`src/rtl/spi_rx_pkg.sv`:
```
// Shared types and constants for the SPI mode-0 byte receiver.
// Byte width, status counter width and receive-frame states live here.
package spi_rx_pkg;

   localparam int BITS_PER_BYTE    = 8;
   localparam int BYTE_COUNT_WIDTH = 16;
   localparam int BIT_CNT_WIDTH    = $clog2(BITS_PER_BYTE);

   typedef logic [BITS_PER_BYTE-1:0]    spi_byte_t;
   typedef logic [BYTE_COUNT_WIDTH-1:0] byte_count_t;
   typedef logic [BIT_CNT_WIDTH-1:0]    bit_cnt_t;

   typedef enum logic {
      RX_IDLE   = 1'b0,
      RX_ACTIVE = 1'b1
   } rx_state_e;

   localparam bit_cnt_t LAST_BIT = bit_cnt_t'(BITS_PER_BYTE - 1);

   // Saturating increment so the debugger never sees a wrapped count.
   function automatic byte_count_t sat_inc(input byte_count_t c);
      return (c == '1) ? c : c + byte_count_t'(1);
   endfunction

endpackage

```
`src/rtl/spi_byte_receiver_if.sv`:
```
// Received-byte stream: show-ahead data with valid/ready handshake.
// master drives data_out/data_valid; slave drives data_ready.
interface spi_byte_receiver_if;
   import spi_rx_pkg::*;

   spi_byte_t data_out;
   logic      data_valid;
   logic      data_ready;

   modport master (output data_out, output data_valid, input data_ready);
   modport slave  (input data_out, input data_valid, output data_ready);

endinterface

```
`src/rtl/spi_rx_fifo.sv`:
```
// Show-ahead byte FIFO; write lands one edge after push, head visible when !empty.
// Push while full is dropped unless a pop happens in the same cycle.
module spi_rx_fifo
   import spi_rx_pkg::*;
#(
   parameter int DEPTH = 4
) (
   input  logic      clk,
   input  logic      rst_n,
   input  logic      push,
   input  spi_byte_t push_dat,
   input  logic      pop,
   output spi_byte_t pop_dat,
   output logic      full,
   output logic      empty
);

   localparam int AW = $clog2(DEPTH);
   localparam logic [AW:0] PTR_ONE = (AW+1)'(1);

   logic [AW:0] wr_ptr;
   logic [AW:0] rd_ptr;
   spi_byte_t   mem [DEPTH];
   logic        do_push;
   logic        do_pop;

   // Extra pointer bit separates the wrapped (full) case from equal (empty).
   assign empty   = (wr_ptr == rd_ptr);
   assign full    = (wr_ptr[AW] != rd_ptr[AW]) && (wr_ptr[AW-1:0] == rd_ptr[AW-1:0]);
   assign do_pop  = pop && !empty;
   assign do_push = push && (!full || do_pop);
   assign pop_dat = mem[rd_ptr[AW-1:0]];

   always_ff @(posedge clk or negedge rst_n) begin
      if (!rst_n) begin
         wr_ptr <= '0;
         rd_ptr <= '0;
         for (int i = 0; i < DEPTH; i++) begin
            mem[i] <= '0;
         end
      end else begin
         if (do_push) begin
            mem[wr_ptr[AW-1:0]] <= push_dat;
            wr_ptr              <= wr_ptr + PTR_ONE;
         end
         if (do_pop) begin
            rd_ptr <= rd_ptr + PTR_ONE;
         end
      end
   end

endmodule

```
`src/rtl/spi_byte_receiver.sv`:
```
// SPI mode-0 slave: synchronises SCK/CS/MOSI, assembles MSB-first bytes into a FIFO.
// Byte visible SYNC_STAGES+2 edges after the 8th SCK high is sampled; full FIFO drops and flags.
module spi_byte_receiver
   import spi_rx_pkg::*;
#(
   parameter int FIFO_DEPTH  = 4,
   parameter int SYNC_STAGES = 2
) (
   input  logic                       clk_in,
   input  logic                       reset_n,
   input  logic                       spi_clk,
   input  logic                       spi_cs,
   input  logic                       spi_mosi,
   spi_byte_receiver_if.master        rx,
   output logic                       frame_start,
   output logic                       frame_end,
   output logic                       busy,
   output byte_count_t                byte_count,
   output logic                       overflow_err,
   output logic                       frame_err,
   input  logic                       err_clear
);

   logic [SYNC_STAGES-1:0] sck_sync;
   logic [SYNC_STAGES-1:0] cs_sync;
   logic [SYNC_STAGES-1:0] mosi_sync;
   logic                   sck_d;
   logic                   cs_d;
   logic                   sck_s;
   logic                   cs_s;
   logic                   mosi_s;
   logic                   sck_rise;
   logic                   cs_fall;
   logic                   cs_rise;

   rx_state_e   state;
   rx_state_e   state_nxt;
   logic        start_nxt;
   logic        end_nxt;
   logic        capture;
   logic        byte_done;
   bit_cnt_t    bit_cnt;
   spi_byte_t   shift_q;
   spi_byte_t   next_byte;
   logic        push_q;
   spi_byte_t   push_byte_q;

   logic        fifo_full;
   logic        fifo_empty;
   logic        pop;
   logic        drop;
   spi_byte_t   head;

   // CS resets high so a released reset never looks like a frame boundary.
   always_ff @(posedge clk_in or negedge reset_n) begin
      if (!reset_n) begin
         sck_sync  <= '0;
         cs_sync   <= '1;
         mosi_sync <= '0;
         sck_d     <= 1'b0;
         cs_d      <= 1'b1;
      end else begin
         sck_sync  <= {sck_sync[SYNC_STAGES-2:0], spi_clk};
         cs_sync   <= {cs_sync[SYNC_STAGES-2:0], spi_cs};
         mosi_sync <= {mosi_sync[SYNC_STAGES-2:0], spi_mosi};
         sck_d     <= sck_s;
         cs_d      <= cs_s;
      end
   end

   assign sck_s    = sck_sync[SYNC_STAGES-1];
   assign cs_s     = cs_sync[SYNC_STAGES-1];
   assign mosi_s   = mosi_sync[SYNC_STAGES-1];
   assign sck_rise = sck_s && !sck_d;
   assign cs_fall  = !cs_s && cs_d;
   assign cs_rise  = cs_s && !cs_d;

   always_ff @(posedge clk_in or negedge reset_n) begin
      if (!reset_n) begin
         state <= RX_IDLE;
      end else begin
         state <= state_nxt;
      end
   end

   always_comb begin
      state_nxt = state;
      start_nxt = 1'b0;
      end_nxt   = 1'b0;
      capture   = 1'b0;
      case (state)
         RX_IDLE: begin
            if (cs_fall) begin
               state_nxt = RX_ACTIVE;
               start_nxt = 1'b1;
            end
         end
         RX_ACTIVE: begin
            if (cs_rise) begin
               state_nxt = RX_IDLE;
               end_nxt   = 1'b1;
            end else if (sck_rise && !cs_s) begin
               capture = 1'b1;
            end
         end
         default: state_nxt = RX_IDLE;
      endcase
   end

   assign busy      = (state == RX_ACTIVE);
   assign byte_done = capture && (bit_cnt == LAST_BIT);
   assign next_byte = {shift_q[BITS_PER_BYTE-2:0], mosi_s};

   always_ff @(posedge clk_in or negedge reset_n) begin
      if (!reset_n) begin
         bit_cnt     <= '0;
         shift_q     <= '0;
         byte_count  <= '0;
         push_q      <= 1'b0;
         push_byte_q <= '0;
         frame_start <= 1'b0;
         frame_end   <= 1'b0;
      end else begin
         frame_start <= start_nxt;
         frame_end   <= end_nxt;
         push_q      <= byte_done;
         if (byte_done) begin
            push_byte_q <= next_byte;
         end
         if (start_nxt) begin
            bit_cnt    <= '0;
            shift_q    <= '0;
            byte_count <= '0;
         end else if (end_nxt) begin
            bit_cnt <= '0;
            shift_q <= '0;
         end else if (capture) begin
            shift_q <= next_byte;
            bit_cnt <= bit_cnt + bit_cnt_t'(1);
            if (byte_done) begin
               byte_count <= sat_inc(byte_count);
            end
         end
      end
   end

   // A simultaneous pop frees the slot, so only a full FIFO without a pop drops.
   assign pop  = rx.data_valid && rx.data_ready;
   assign drop = push_q && fifo_full && !pop;

   // Error sets take priority over a coincident clear.
   always_ff @(posedge clk_in or negedge reset_n) begin
      if (!reset_n) begin
         overflow_err <= 1'b0;
         frame_err    <= 1'b0;
      end else begin
         overflow_err <= drop || (overflow_err && !err_clear);
         frame_err    <= (end_nxt && (bit_cnt != '0)) || (frame_err && !err_clear);
      end
   end

   spi_rx_fifo #(
      .DEPTH (FIFO_DEPTH)
   ) u_fifo (
      .clk      (clk_in),
      .rst_n    (reset_n),
      .push     (push_q),
      .push_dat (push_byte_q),
      .pop      (pop),
      .pop_dat  (head),
      .full     (fifo_full),
      .empty    (fifo_empty)
   );

   assign rx.data_out   = head;
   assign rx.data_valid = !fifo_empty;

endmodule

```
`src/flat_wrapper.sv`:
```
// flat-port wrapper written by rule: the top's interface ports become plain ports
module spi_byte_receiver_flat import spi_rx_pkg::*;
#(
   parameter int FIFO_DEPTH  = 4,
   parameter int SYNC_STAGES = 2
)
  (clk_in, reset_n, spi_clk, spi_cs, spi_mosi, frame_start, frame_end, busy, byte_count, overflow_err, frame_err, err_clear, rx_data_out, rx_data_valid, rx_data_ready);
  spi_byte_receiver_if rx_i ();
  input  logic clk_in;
  input  logic reset_n;
  input  logic spi_clk;
  input  logic spi_cs;
  input  logic spi_mosi;
  output logic frame_start;
  output logic frame_end;
  output logic busy;
  output byte_count_t byte_count;
  output logic overflow_err;
  output logic frame_err;
  input  logic err_clear;
  output wire logic [$bits(rx_i.data_out)-1:0] rx_data_out;
  output wire logic [$bits(rx_i.data_valid)-1:0] rx_data_valid;
  input wire logic [$bits(rx_i.data_ready)-1:0] rx_data_ready;
  assign rx_data_out = rx_i.data_out;
  assign rx_data_valid = rx_i.data_valid;
  assign rx_i.data_ready = rx_data_ready;
  spi_byte_receiver #(.FIFO_DEPTH(FIFO_DEPTH), .SYNC_STAGES(SYNC_STAGES)) u_core (.clk_in(clk_in), .reset_n(reset_n), .spi_clk(spi_clk), .spi_cs(spi_cs), .spi_mosi(spi_mosi), .rx(rx_i), .frame_start(frame_start), .frame_end(frame_end), .busy(busy), .byte_count(byte_count), .overflow_err(overflow_err), .frame_err(frame_err), .err_clear(err_clear));
endmodule
```
`config.mk`:
```
export PLATFORM = sky130hd
export DESIGN_NAME = spi_byte_receiver_flat
export DESIGN_NICKNAME = d
export VERILOG_FILES = /design/src/rtl/spi_rx_pkg.sv /design/src/rtl/spi_byte_receiver_if.sv /design/src/rtl/spi_rx_fifo.sv /design/src/rtl/spi_byte_receiver.sv /design/src/flat_wrapper.sv
export SDC_FILE = /design/constraint.sdc
export NUM_CORES = 1
export LEC_CHECK = 0
export ABC_AREA = 1
export CORE_MARGIN = 4
export CORE_UTILIZATION = 55
export DETAILED_ROUTE_END_ITERATION = 10
export PLACE_DENSITY_LB_ADDON = 0.25
export REMOVE_ABC_BUFFERS = 1
export SYNTH_ARGS = -nofsm -noshare
export SYNTH_HDL_FRONTEND = slang
export SYNTH_SLANG_ARGS = --single-unit
```
`constraint.sdc`:
```
create_clock -name clk_in -period 1.9 [get_ports clk_in]
set_input_delay 0.285 -clock clk_in [delete_from_list [all_inputs] [get_ports clk_in]]
set_output_delay 0.285 -clock clk_in [all_outputs]
set_load 0.03 [all_outputs]
```
==> results of run 1 <==
[cell type report]
cell class	instances	area, um^2	share of cell area, %
multi-input cells	338	1682	34.75
well taps	99	123.9	2.559
flip-flops and latches	86	2156	44.55
repair buffers	55	504.2	10.42
clock buffers	9	123.9	2.559
inverters	41	153.9	3.180
clock inverters	7	96.34	1.991
[logic make-up (layout without fill, tap and decap cells)]
kind of cell | count (synthesis) | in the layout | share of synthesized area (%)
DFF | 86 | 86 | 52.39
xor gates and xnor gates | 4 | 4 | 0.8515
and+or+nand+nor | 256 | 256 | 27.94
AOI/OAI and AO/OA | 68 | 68 | 8.969
buffers and inverters | 62 | 112 | 6.871
adders and majority gates | 9 | 9 | 2.736
muxes | 1 | 1 | 0.2432
[power groups by stage]
| stage | Combinational [mW] | Clock [mW] | Sequential [mW] |
|---|---|---|---|
| 3_3_place_gp | 1.20 | 0 | 2.02 |
| 3_5_place_dp | 1.22 | 0 | 2.02 |
| 5_1_grt | 1.31 | 1.54 | 2.00 |
| 4_1_cts | 1.21 | 1.45 | 1.99 |
| 6_report | 1.20 | 1.41 | 1.99 |
| 2_1_floorplan | 0.607 | 0 | 2.12 |
[metal layers]
layer,global-route usage (%),share of wire [%],vias up
li1,-,-,1699
met1,30.25,46,1600
met2,34.34,48,107
met3,4.223,5.4,11
met4,6.971,1.1,0
met5,0,0,-
[path summary, 6_finish.rpt]
path	from	to	slack, ps
setup reg to reg	u_core.byte_count[1]	u_core.byte_count[15]	220
hold reg to reg	u_core.sck_sync[0]	u_core.sck_sync[1]	360
setup / recovery	u_core.byte_count[12]	byte_count[12]	70
hold / removal	spi_cs	u_core.cs_sync[0]	340
max in group asynchronous	reset_n	u_core.cs_d	840
min in group asynchronous	reset_n	u_core.u_fifo.rd_ptr[2]	390
[flip-flops by register name, indices dropped and copies added, names as in the netlist]
name and cells:
u_core.frame_err 1, u_core.u_fifo.mem 32, u_core.mosi_sync 2, u_core.byte_count 16
u_core.busy 1, u_core.bit_cnt 3, u_core.frame_end 1, u_core.push_byte_q 8
u_core.frame_start 1, u_core.sck_d 1, u_core.shift_q 7, u_core.cs_d 1
u_core.sck_sync 2, u_core.overflow_err 1, u_core.push_q 1, u_core.cs_sync 2
u_core.u_fifo.rd_ptr 3, u_core.u_fifo.wr_ptr 3
[cells in the mapped netlist (2+ instances only)]
master      n
nand2_1   147
dfrtp_1    83
nor2_1     41
inv_1      38
nand4_1    36
o21ai_0    34
nand3_1    20
o22ai_1    17
o21ai_1    12
ha_1        9
buf_1       6
buf_6       6
clkbuf_1    5
buf_2       4
nand3_2     4
dfstp_2     3
inv_2       3
xnor2_1     3
a21oi_1     2
nand2_2     2
[worst register-to-register path, stage by stage, from the launching register on]
cell and delay (ps):
dfrtp_1 420, ha_1 220, nand3_1 120, nor3_2 210, nand3_1 160, nand2_4 160, buf_12 170, nand2_1 60
o21ai_1 80
[metrics by stage]
step | cells | setup WS, ps | power, mW
after floorplan | 465 | 125.8 | 2.724
after global placement | 618 | 224.4 | 3.215
after detailed placement | 618 | 186.7 | 3.240
after CTS | 635 | 33.28 | 4.645
after global routing | 635 | 1.367 | 4.848
final | 635 | 73.06 | 4.599
[timing repair]
item	in CTS	in global routing
setup buffers	0	0
hold buffers	1	0
endpoints found under the setup margin	2	8
resized for setup	2	4
endpoints found under the hold margin	26	0
==> flow_summary.toml, run 1 <==
[grt]
grt_antenna_before_repair = 0
grt_pass1_wl_mm = 15.41
grt_pass1_vias = 3322
grt_overflow = 0
grt_use_total_pct = 21.68
grt_max_degree = 39

[synthesis]
ys_ff_latch = 86
synth_cell_types = 31
synth.top_cell.area_share_pct = 50.47
synth_enable_flop_cells = 0
netlist_top_cells_area = "dfrtp_1 (50%), nand2_1 (13%), nand4_1 (5.5%)"
yosysWarnings = 0
synth_top_area_cell = "dfrtp_1"
synthFlopType = "dfrtp_1"
synth_area_um2 = 4115
avgSynthCellArea_um2 = 8.467
async_reset_ff_share_pct = 100.0
synth_cells = 486
yosysSeqAreaShare_pct = 52.39

[floorplan]
rows = 31
start_util_pct = 56.74
fp.coreArea_um2 = 7253
ios = 37
die-area_um2 = 8930
die_x_um = 94.50
chipHeight_um = 94.50

[sta]
relSlewSlack_pct = 66.67
hold_violations = 0
worst_pin_slew_ps = 500.0
whs_ps = 335.1
slew_violations = 0
tns_ps = 0
fmax_mhz = 547.4
min_period_over_period_pct = 96.15
period_needed_ps = 1827
rsz0062_at_grt = "no"
skew_ps = 6.406
setup_viol = 0

[place]
place_congestion = 0.8512
post_dp_cell_area_um2 = 4608
io_buffers = 36
dpl.hpwl_mm = 6.031

[pwr]
p_per_area_nw_per_um2 = 950.3
swShare_pct = 32.85
vdd_ir_drop_max_mv = 0.7971
cellLeakagePower_nw = 2.399
internal-power_mw = 3.088
clockPowerShare_pct = 30.7
p_comb_share_pct = 26.1
p_sw_mw = 1.511
seq_power_share_pct = 43.2

[run_status]
outcome = "complete, no violations"

[clock_network]
cts_tree = "built"
numCtsBuffers = 9
root_buffer = "clkbuf_8"
cts-htree-levels = 3
clock-sinks = 86
clk_latency_ps = 350
clk_path_buf_depth = 2
path_clk_slew_ps = 90

[detailed_routing]
drt_iter0_drc = 226
vias = 3417
routedWlPerCell_um = 13.55
routed_wl_mm = 8.603
ant_nets = 0
via_per_inst = 5.381
drc = 0
dr.pass1.iters = 5

[critical_path]
crit_arrival_ps = 1540
critPathTopFamily = "buffers and inverters"
path_cells = "clkdlybuf4s50_1"
crit_buf_inv = 1
critPathLaunchType = "flip-flop"
critPathRequiredTime_ps = 1620
critPathSlowestCell = "clkdlybuf4s50_1"
rr_worst_depth = 8
crit_path_end_kind = "output pin"
path_max_fanout = 7
cp.depth = 1
cp_slowest_stage_delay_ps = 720
timing_worst_setup_path_type = "reg2out"

[final_layout]
syn_to_final_growth_pct = 17.60
final_cell_mix = "nand2_1 (147), dfrtp_1 (83), nor2_1 (41)"
nets = 547
fillers = 576
num_antenna_cells = 0
drive_above_1_share_pct = 11.75
final_common_cell = "nand2_1"
fin_area_um2 = 4840
utilization_pct = 66.72

[min_path]
hold-path-cell-count = 1
hold_path.class = "in2reg"

[job]
cap_violations = 0
No activity file was read; power rests on OpenSTA's default activity.
==> inputs of run 2 (changes only) <==
--- a/config.mk
+++ b/config.mk
@@ -14,3 +14,4 @@
 export SYNTH_ARGS = -nofsm -noshare
 export SYNTH_HDL_FRONTEND = slang
 export SYNTH_SLANG_ARGS = --single-unit
+export TNS_END_PERCENT = 5
==> results of run 2 <==
No change in the layout: final DEF, timing and power equal those of run 1.
